[config.mk]
export PLATFORM = sky130hd
export DESIGN_NAME = vga_pattern_ctrl
export DESIGN_NICKNAME = d
export VERILOG_FILES = /design/src/rtl/vga_pattern_ctrl.sv
export SDC_FILE = /design/constraint.sdc
export NUM_CORES = 1
export LEC_CHECK = 0
export CORE_ASPECT_RATIO = 0.75
export CORE_MARGIN = 2
export CORE_UTILIZATION = 65
export DETAILED_ROUTE_END_ITERATION = 6
export DONT_BUFFER_PORTS = 1
export GPL_TIMING_DRIVEN = 1
export PLACE_DENSITY = 0.81
export SLEW_MARGIN = 15
export SYNTH_ARGS = -nofsm -noshare
export SYNTH_HDL_FRONTEND = slang
export SYNTH_SLANG_ARGS = --single-unit
[constraint.sdc]
create_clock -name clk -period 4.2 [get_ports clk]
set_input_delay 0.42 -clock clk [delete_from_list [all_inputs] [get_ports clk]]
set_output_delay 0.42 -clock clk [all_outputs]
set_load 0.005 [all_outputs]
[src/rtl/vga_pattern_ctrl.sv]
// Frame-synchronous pattern selector for the 640x480 VGA path: a debounced button
// or a frame timer requests the next pattern, which is applied only at the frame boundary.
module vga_pattern_ctrl #(
  parameter int unsigned HMAX        = 799,
  parameter int unsigned VMAX        = 520,
  parameter int unsigned DB_CYCLES   = 250000,
  parameter int unsigned AUTO_FRAMES = 120
) (
  input  logic       clk,
  input  logic       clr,
  input  logic       btn_next,
  input  logic       auto_en,
  input  logic [9:0] hc,
  input  logic [9:0] vc,
  input  logic       vidon,
  input  logic [7:0] rgb0,
  input  logic [7:0] rgb1,
  input  logic [7:0] rgb2,
  input  logic [7:0] rgb3,
  output logic [2:0] red,
  output logic [2:0] green,
  output logic [1:0] blue,
  output logic [1:0] sel,
  output logic       pending
);

  localparam int unsigned DB_W = $clog2(DB_CYCLES);
  localparam int unsigned FC_W = $clog2(AUTO_FRAMES) + 1;
  localparam logic [DB_W-1:0] DB_LAST = DB_W'(DB_CYCLES - 1);
  localparam logic [FC_W-1:0] FC_LAST = FC_W'(AUTO_FRAMES - 1);

  typedef enum logic {
    RUN  = 1'b0,
    PEND = 1'b1
  } state_t;

  logic            s1_q, s2_q;
  logic [DB_W-1:0] db_cnt_q, db_cnt_d;
  logic            db_level_q, db_level_d;
  logic            press_q, press_d;
  logic [FC_W-1:0] fcnt_q, fcnt_d;
  state_t          state_q, state_d;
  logic [1:0]      sel_q, sel_d;
  logic            fb, auto_adv;
  logic [7:0]      pix;

  // NOTE: state registers use non-blocking assignments so every flop samples pre-edge values.
  always_ff @(posedge clk or posedge clr) begin
    if (clr) begin
      s1_q       <= 1'b0;
      s2_q       <= 1'b0;
      db_cnt_q   <= '0;
      db_level_q <= 1'b0;
      press_q    <= 1'b0;
      fcnt_q     <= '0;
      state_q    <= RUN;
      sel_q      <= 2'd0;
    end else begin
      s1_q       <= btn_next;
      s2_q       <= s1_q;
      db_cnt_q   <= db_cnt_d;
      db_level_q <= db_level_d;
      press_q    <= press_d;
      fcnt_q     <= fcnt_d;
      state_q    <= state_d;
      sel_q      <= sel_d;
    end
  end

  // NOTE: every combinational output gets a default first so no latch is inferred.
  always_comb begin
    db_cnt_d   = db_cnt_q;
    db_level_d = db_level_q;
    if (s2_q == db_level_q) begin
      db_cnt_d = '0;
    end else if (db_cnt_q == DB_LAST) begin
      db_level_d = s2_q;
      db_cnt_d   = '0;
    end else begin
      db_cnt_d = db_cnt_q + 1'b1;
    end
    press_d = db_level_d & ~db_level_q;
  end

  assign fb       = (hc == 10'(HMAX)) && (vc == 10'(VMAX));
  assign auto_adv = fb && auto_en && (fcnt_q == FC_LAST);

  always_comb begin
    fcnt_d = fcnt_q;
    if (!auto_en || press_q) begin
      fcnt_d = '0;
    end else if (fb) begin
      fcnt_d = auto_adv ? '0 : fcnt_q + 1'b1;
    end
  end

  // A pending request and a timer advance on the same boundary collapse into one step.
  always_comb begin
    state_d = state_q;
    sel_d   = sel_q;
    unique case (state_q)
      RUN: begin
        if (press_q)  state_d = PEND;
        if (auto_adv) sel_d   = sel_q + 2'd1;
      end
      PEND: begin
        if (fb) begin
          sel_d   = sel_q + 2'd1;
          state_d = RUN;
        end
      end
      default: state_d = RUN;
    endcase
  end

  always_comb begin
    pix = 8'h00;
    unique case (sel_q)
      2'd0: pix = rgb0;
      2'd1: pix = rgb1;
      2'd2: pix = rgb2;
      2'd3: pix = rgb3;
      default: pix = 8'h00;
    endcase
    if (!vidon) pix = 8'h00;
  end

  assign red     = pix[7:5];
  assign green   = pix[4:2];
  assign blue    = pix[1:0];
  assign sel     = sel_q;
  assign pending = (state_q == PEND);

endmodule

; After elaboration in Yosys (flattened, before gate mapping)
; Cells that the tools add are included.
[classes]
n_addsub = 3
n_mul = 0
div_mod_pow = 0
magnitude_cmp = 0
eq_ne = 10
shift = 0
mux = 15
bitwise = 3
reduce_logical = 8
[ops]
columns = operator, n
row1 = 2-to-1 mux 18 bit, 2
row2 = 2-to-1 mux 8 bit, 4
row3 = one-hot mux 8 bit (4 select lines), 1
row4 = equality test 10 bit (second input constant), 2
row5 = adder 18 x 1 -> 18 bit (second input constant), 1
row6 = equality test 18 bit (second input constant), 1
row7 = adder 8 x 1 -> 8 bit (second input constant), 1
row8 = equality test 8 x 7 -> 1 bit (second input constant), 1
row9 = equality test 2 bit (second input constant), 2
row10 = 2-to-1 mux 1 bit, 4
row11 = 2-to-1 mux 2 bit, 2
row12 = one-hot mux 2 bit (2 select lines), 1
row13 = logical AND 1 bit, 3
row14 = adder 2 x 1 -> 2 bit (second input constant), 1
row15 = equality test 2 x 1 -> 1 bit (second input constant), 1
row16 = zero test 2 bit, 1
row17 = inequality test 2 x 1 -> 1 bit (second input constant), 1
row18 = inequality test 2 bit (second input constant), 1
row19 = inverter 1 bit, 2
row20 = one-hot mux 1 bit (2 select lines), 1
row21 = AND reduction 2 bit, 1
row22 = nonzero test 2 bit, 1
row23 = bitwise AND 1 bit, 1
row24 = equality test 1 bit, 1
row25 = 2 further kinds, 2
[totals]
regBits = 33
latchBits = 0
ramBits = 0
romBits = 0
input_bits = 57
output_inout_bits = 11
n_memories = 0

; Depth between registers and ports, before layout
[logic_depth]
word_depth = 7
depth_mapped = 7
depth_no_buf = 6

; Worst setup path after synthesis
; OpenSTA, ideal clock, no wires.
[synth_path]
path_kind = reg-to-output
start = reg sel_q[0] (netlist: sel[0])
end = out red[2]
t_arrival_ns = 1.355
setup_slack_ns = 2.425
path_stages_with_launch = 7
n_path_buf = 1
path_cell_list = dfrtp_1 inv_1 ha_1 clkbuf_1 a222oi_1 o21ai_0 and2_1
[synth_via]
elab_chain_cells = 3
elab_cells_between_ends = 6
[synth_lines]
columns = element, line_no
row1 = "start, declared", 43  ; logic [1:0] sel_q, sel_d;
row2 = "start signal, assigned", 66  ; sel_q <= sel_d;
row3 = equality test 2 bit (tied with other cells), 118  ; unique case (sel_q)
row4 = one-hot mux 8 bit (4 select lines) (*), 118
row5 = 2-to-1 mux 8 bit (*), 125  ; if (!vidon) pix = 8'h00;
row6 = "end, declared", 20  ; output logic [2:0] red,
; Mark *: on every way between the ends. The rest lies on a longest branch, timed or not.

; Worst setup path in the final report
[layout_path]
start = reg sel_q[1] (netlist: sel[1])
end = out green[0]
[layout_via]
elab_chain_cells = 3
elab_cells_between_ends = 6
[layout_lines]
columns = element, line_no
row1 = equality test 2 bit (tied with other cells), 118
row2 = one-hot mux 8 bit (4 select lines) (*), 118
row3 = 2-to-1 mux 8 bit (*), 125
row4 = "end, declared", 21  ; output logic [2:0] green,
; Marked as above.

==> results by group <==
Floorplanning
  – Die width: 67.0 um
  – Row cnt: 17
  – Core Region: 2890 um^2
  – I/O Pins: 68
  – Initial Util: 0.670
  – Die area: ~3400 um^2
  – Die Height: 51.3 um

Critical path
  – Crit path DAT: 1.81 ns
  – Maximum fanout along the worst path: 8
  – Crit path kind: reg -> out
  – CP peak stage delay: 0.45 ns
  – Critical path's slowest cell: dfrtp_1
  – CP delay by family, top: compound AO/OA/AOI/OAI gates
  – Worst reg-to-reg path cell count: 6
  – CP Depth: 5
  – Critical path cell sequence: inv_1 > ha_1 > a222oi_1 > o21ai_0 > and2_1
  – Crit start category: flop
  – Critical Path RT: 3.78 ns
  – Crit path capture type: output port
  – WP buf/inv: 1

Routing
  – Post-route DRC: 0
  – Routed Antenna Nets: 0
  – Starting DRT DRC Count: 94
  – DR WL/cell: between 15 and 20 um
  – Routed vias: 1,584
  – Vias per cell: 6.41
  – DRT Wirelength: 4.22 mm
  – Drt pass-1 iters: 5

Synth
  – Yosys warnings: 0
  – Post-Synthesis Cells: 205
  – Synthesized area per cell: 9.45 um^2
  – Synth Register Bits: 33
  – Synth unique cells: 43
  – Seq/Total Area, Yosys: 0.426
  – Syn Nets: 268
  – Cell Area, Synth: 1940 um^2

Placement
  – Post-DP HPWL: 3.20 mm
  – Placed cell count: 238
  – GPL Wtd Cong: 0.882
  – # port buffers: 0

Final layout
  – Layout Cells excl Fill: 247
  – Share of post-route cells with drive strength above 1: 0.0957
  – Commonest cells after routing, fill and taps aside: dfrtp_1, nor2_1, nand2_1
  – Most common cell after layout, fill and taps aside: dfrtp_1
  – Area grow syn2layout: 8.53%
  – N_diodes: 0
  – Nets: 271

Status
  – Outcome: completed

GRT
  – GRT Total Usage: 0.272
  – First-pass GRT wire length: ~6.9 mm
  – Gr ovfl total: 0
  – Initial antenna violation count: 0
  – Largest net degree at the start of global routing: 29
  – Vias in the first global route: 1,560

Clocking
  – Worst-path clk slew: 0.07 ns
  – Clk sinks: 33
  – Setup repair bufs after CTS: 0
  – CTS tree: built
  – Cts bufs inserted: 5
  – Later-pin clock latency in the skew report: 0.29 ns
  – Htree depth: 2
  – CTS max path bufs: 2
  – Post_cts resized: 0
  – Clock root buffer: clkbuf_8

Timing
  – Fin Clk Skew: 0.00348 ns
  – RSZ-0062 raised after global routing: false
  – Slew @ Worst Pin: around 0.44 ns
  – Relative max-transition margin: 0.704
  – Final Hold Vio Count: 0
  – Setup TNS: 0 ns
  – Max Fclk: 448 MHz
  – Endpoints failing setup: 0
  – Final critical-path share of the clock period: 0.531
  – Min Tclk post-route: 2.23 ns
  – Final Max Slew Viols: 0

Pwr
  – VDD IR max: 295 uV
  – P_leak: 0.879 nW
  – Pwr dens: 345 nW/um^2

Run
  – Number of max-cap violations: 0

Min path
  – Hold path depth: 0
  – Min-Delay Path Class: in -> reg
==> cell type report <==
cell class / count / area (um^2)
multi-input cells: 159 / 1050
fillers: 210 / 791
well taps: 38 / 47.5
inverters: 7 / 26.3
clock buffers: 5 / 68.8
flip-flops and latches: 33 / 826
clock inverters: 3 / 68.8
repair buffers: 2 / 17.5
==> metal layers <==
metal / global-route usage / vias up / share of wire
met2: 0.460 / 65 / 0.50
met4: 0.122 / 0 / 0.017
met1: 0.329 / 772 / 0.40
met3: 0.0661 / 8 / 0.079
li1: - / 739 / -
met5: 0 / - / 0
==> synthesized netlist by cell type (all sizes together) <==
| cell type | n | share of area |
|---|---|---|
| mux2 | 2 | 0.014 |
| xnor2 | 8 | 0.036 |
| ha | 6 | 0.039 |
| o211ai | 2 | 0.0077 |
| nand3 | 13 | 0.034 |
| a22oi | 1 | 0.0039 |
| a31o | 1 | 0.0045 |
| nand4bb | 1 | 0.0058 |
| a32oi | 1 | 0.0045 |
| and2 | 9 | 0.029 |
| o31ai | 1 | 0.0065 |
| clkbuf | 4 | 0.0077 |
| or2b | 1 | 0.0039 |
| a31oi | 1 | 0.0032 |
| a21oi | 3 | 0.0077 |
| nor4b | 2 | 0.0090 |
| nor3 | 4 | 0.013 |
| a222oi | 8 | 0.041 |
| o21ai | 13 | 0.034 |
| nor3b | 1 | 0.0039 |
| inv | 7 | 0.014 |
| nand3b | 2 | 0.0077 |
| buf | 2 | 0.012 |
| nand4 | 5 | 0.016 |
| nor2b | 1 | 0.0032 |
| xor2 | 10 | 0.045 |
| nor2 | 29 | 0.070 |
| nor4bb | 1 | 0.0052 |
| mux2i | 1 | 0.0052 |
| o21bai | 1 | 0.0039 |
| and4b | 1 | 0.0052 |
| nor4 | 4 | 0.013 |
| nand2 | 18 | 0.037 |
| and3 | 8 | 0.029 |
| dfrtp | 33 | 0.43 |
==> logic make-up (layout without fill, tap and decap cells) <==
| group | Yosys count | after routing | share of synthesized area |
|---|---|---|---|
| adders and majority gates | 6 | 6 | 0.0388 |
| xor gates and xnor gates | 18 | 18 | 0.0814 |
| DFF | 33 | 33 | 0.426 |
| and+or+nand+nor | 100 | 100 | 0.285 |
| AOI/OAI and AO/OA | 32 | 32 | 0.117 |
| buffers and inverters | 13 | 17 | 0.0329 |
| muxes | 3 | 3 | 0.0187 |
==> registers in the layout, summed over array words and instances, names as in the netlist <==
register,cells
db_cnt_q,18
fcnt_q,8
pending,1
s1_q,1
db_level_q,1
sel,2
press_q,1
s2_q,1
==> timing repair <==
action                                  CTS  global route
endpoints found under the setup margin    0             0
endpoints found under the hold margin     5             0
hold buffers                              1             0
==> final timing paths <==
check / start / endpoint / slack [ns]
worst max-delay path: sel[1] / green[0] / 1.97
worst min-delay path: btn_next / s1_q / 0.15
worst max register to register: db_cnt_q[0] / db_cnt_q[16] / 2.47
worst min register to register: s1_q / s2_q / 0.36
max in group asynchronous: clr / db_cnt_q[10] / 3.12
min in group asynchronous: clr / sel[1] / 0.48
==> metrics by stage <==
stage / instance area, um^2 / utilization / hold slack (ns) / setup WS [ns] / power, mW
after floorplan: 1940 / - / 0.331 / 2.42 / 0.360
after global placement: 1950 / 0.676 / 0.229 / 2.42 / 0.365
after detailed placement: 1950 / 0.676 / 0.230 / 2.30 / 0.367
after CTS: 2100 / 0.727 / 0.145 / 1.98 / 0.727
after global routing: 2100 / 0.727 / 0.140 / 1.85 / 0.745
final: 2100 / 0.727 / 0.150 / 1.97 / 0.725
==> report_power, final <==
part	switching [mW]	total, mW	internal (mW)
clock	0.125	0.363	0.239
combinational	0.0202	0.0340	0.0138
sequential	0.00501	0.328	0.323
(Power assumes the default switching activity.)
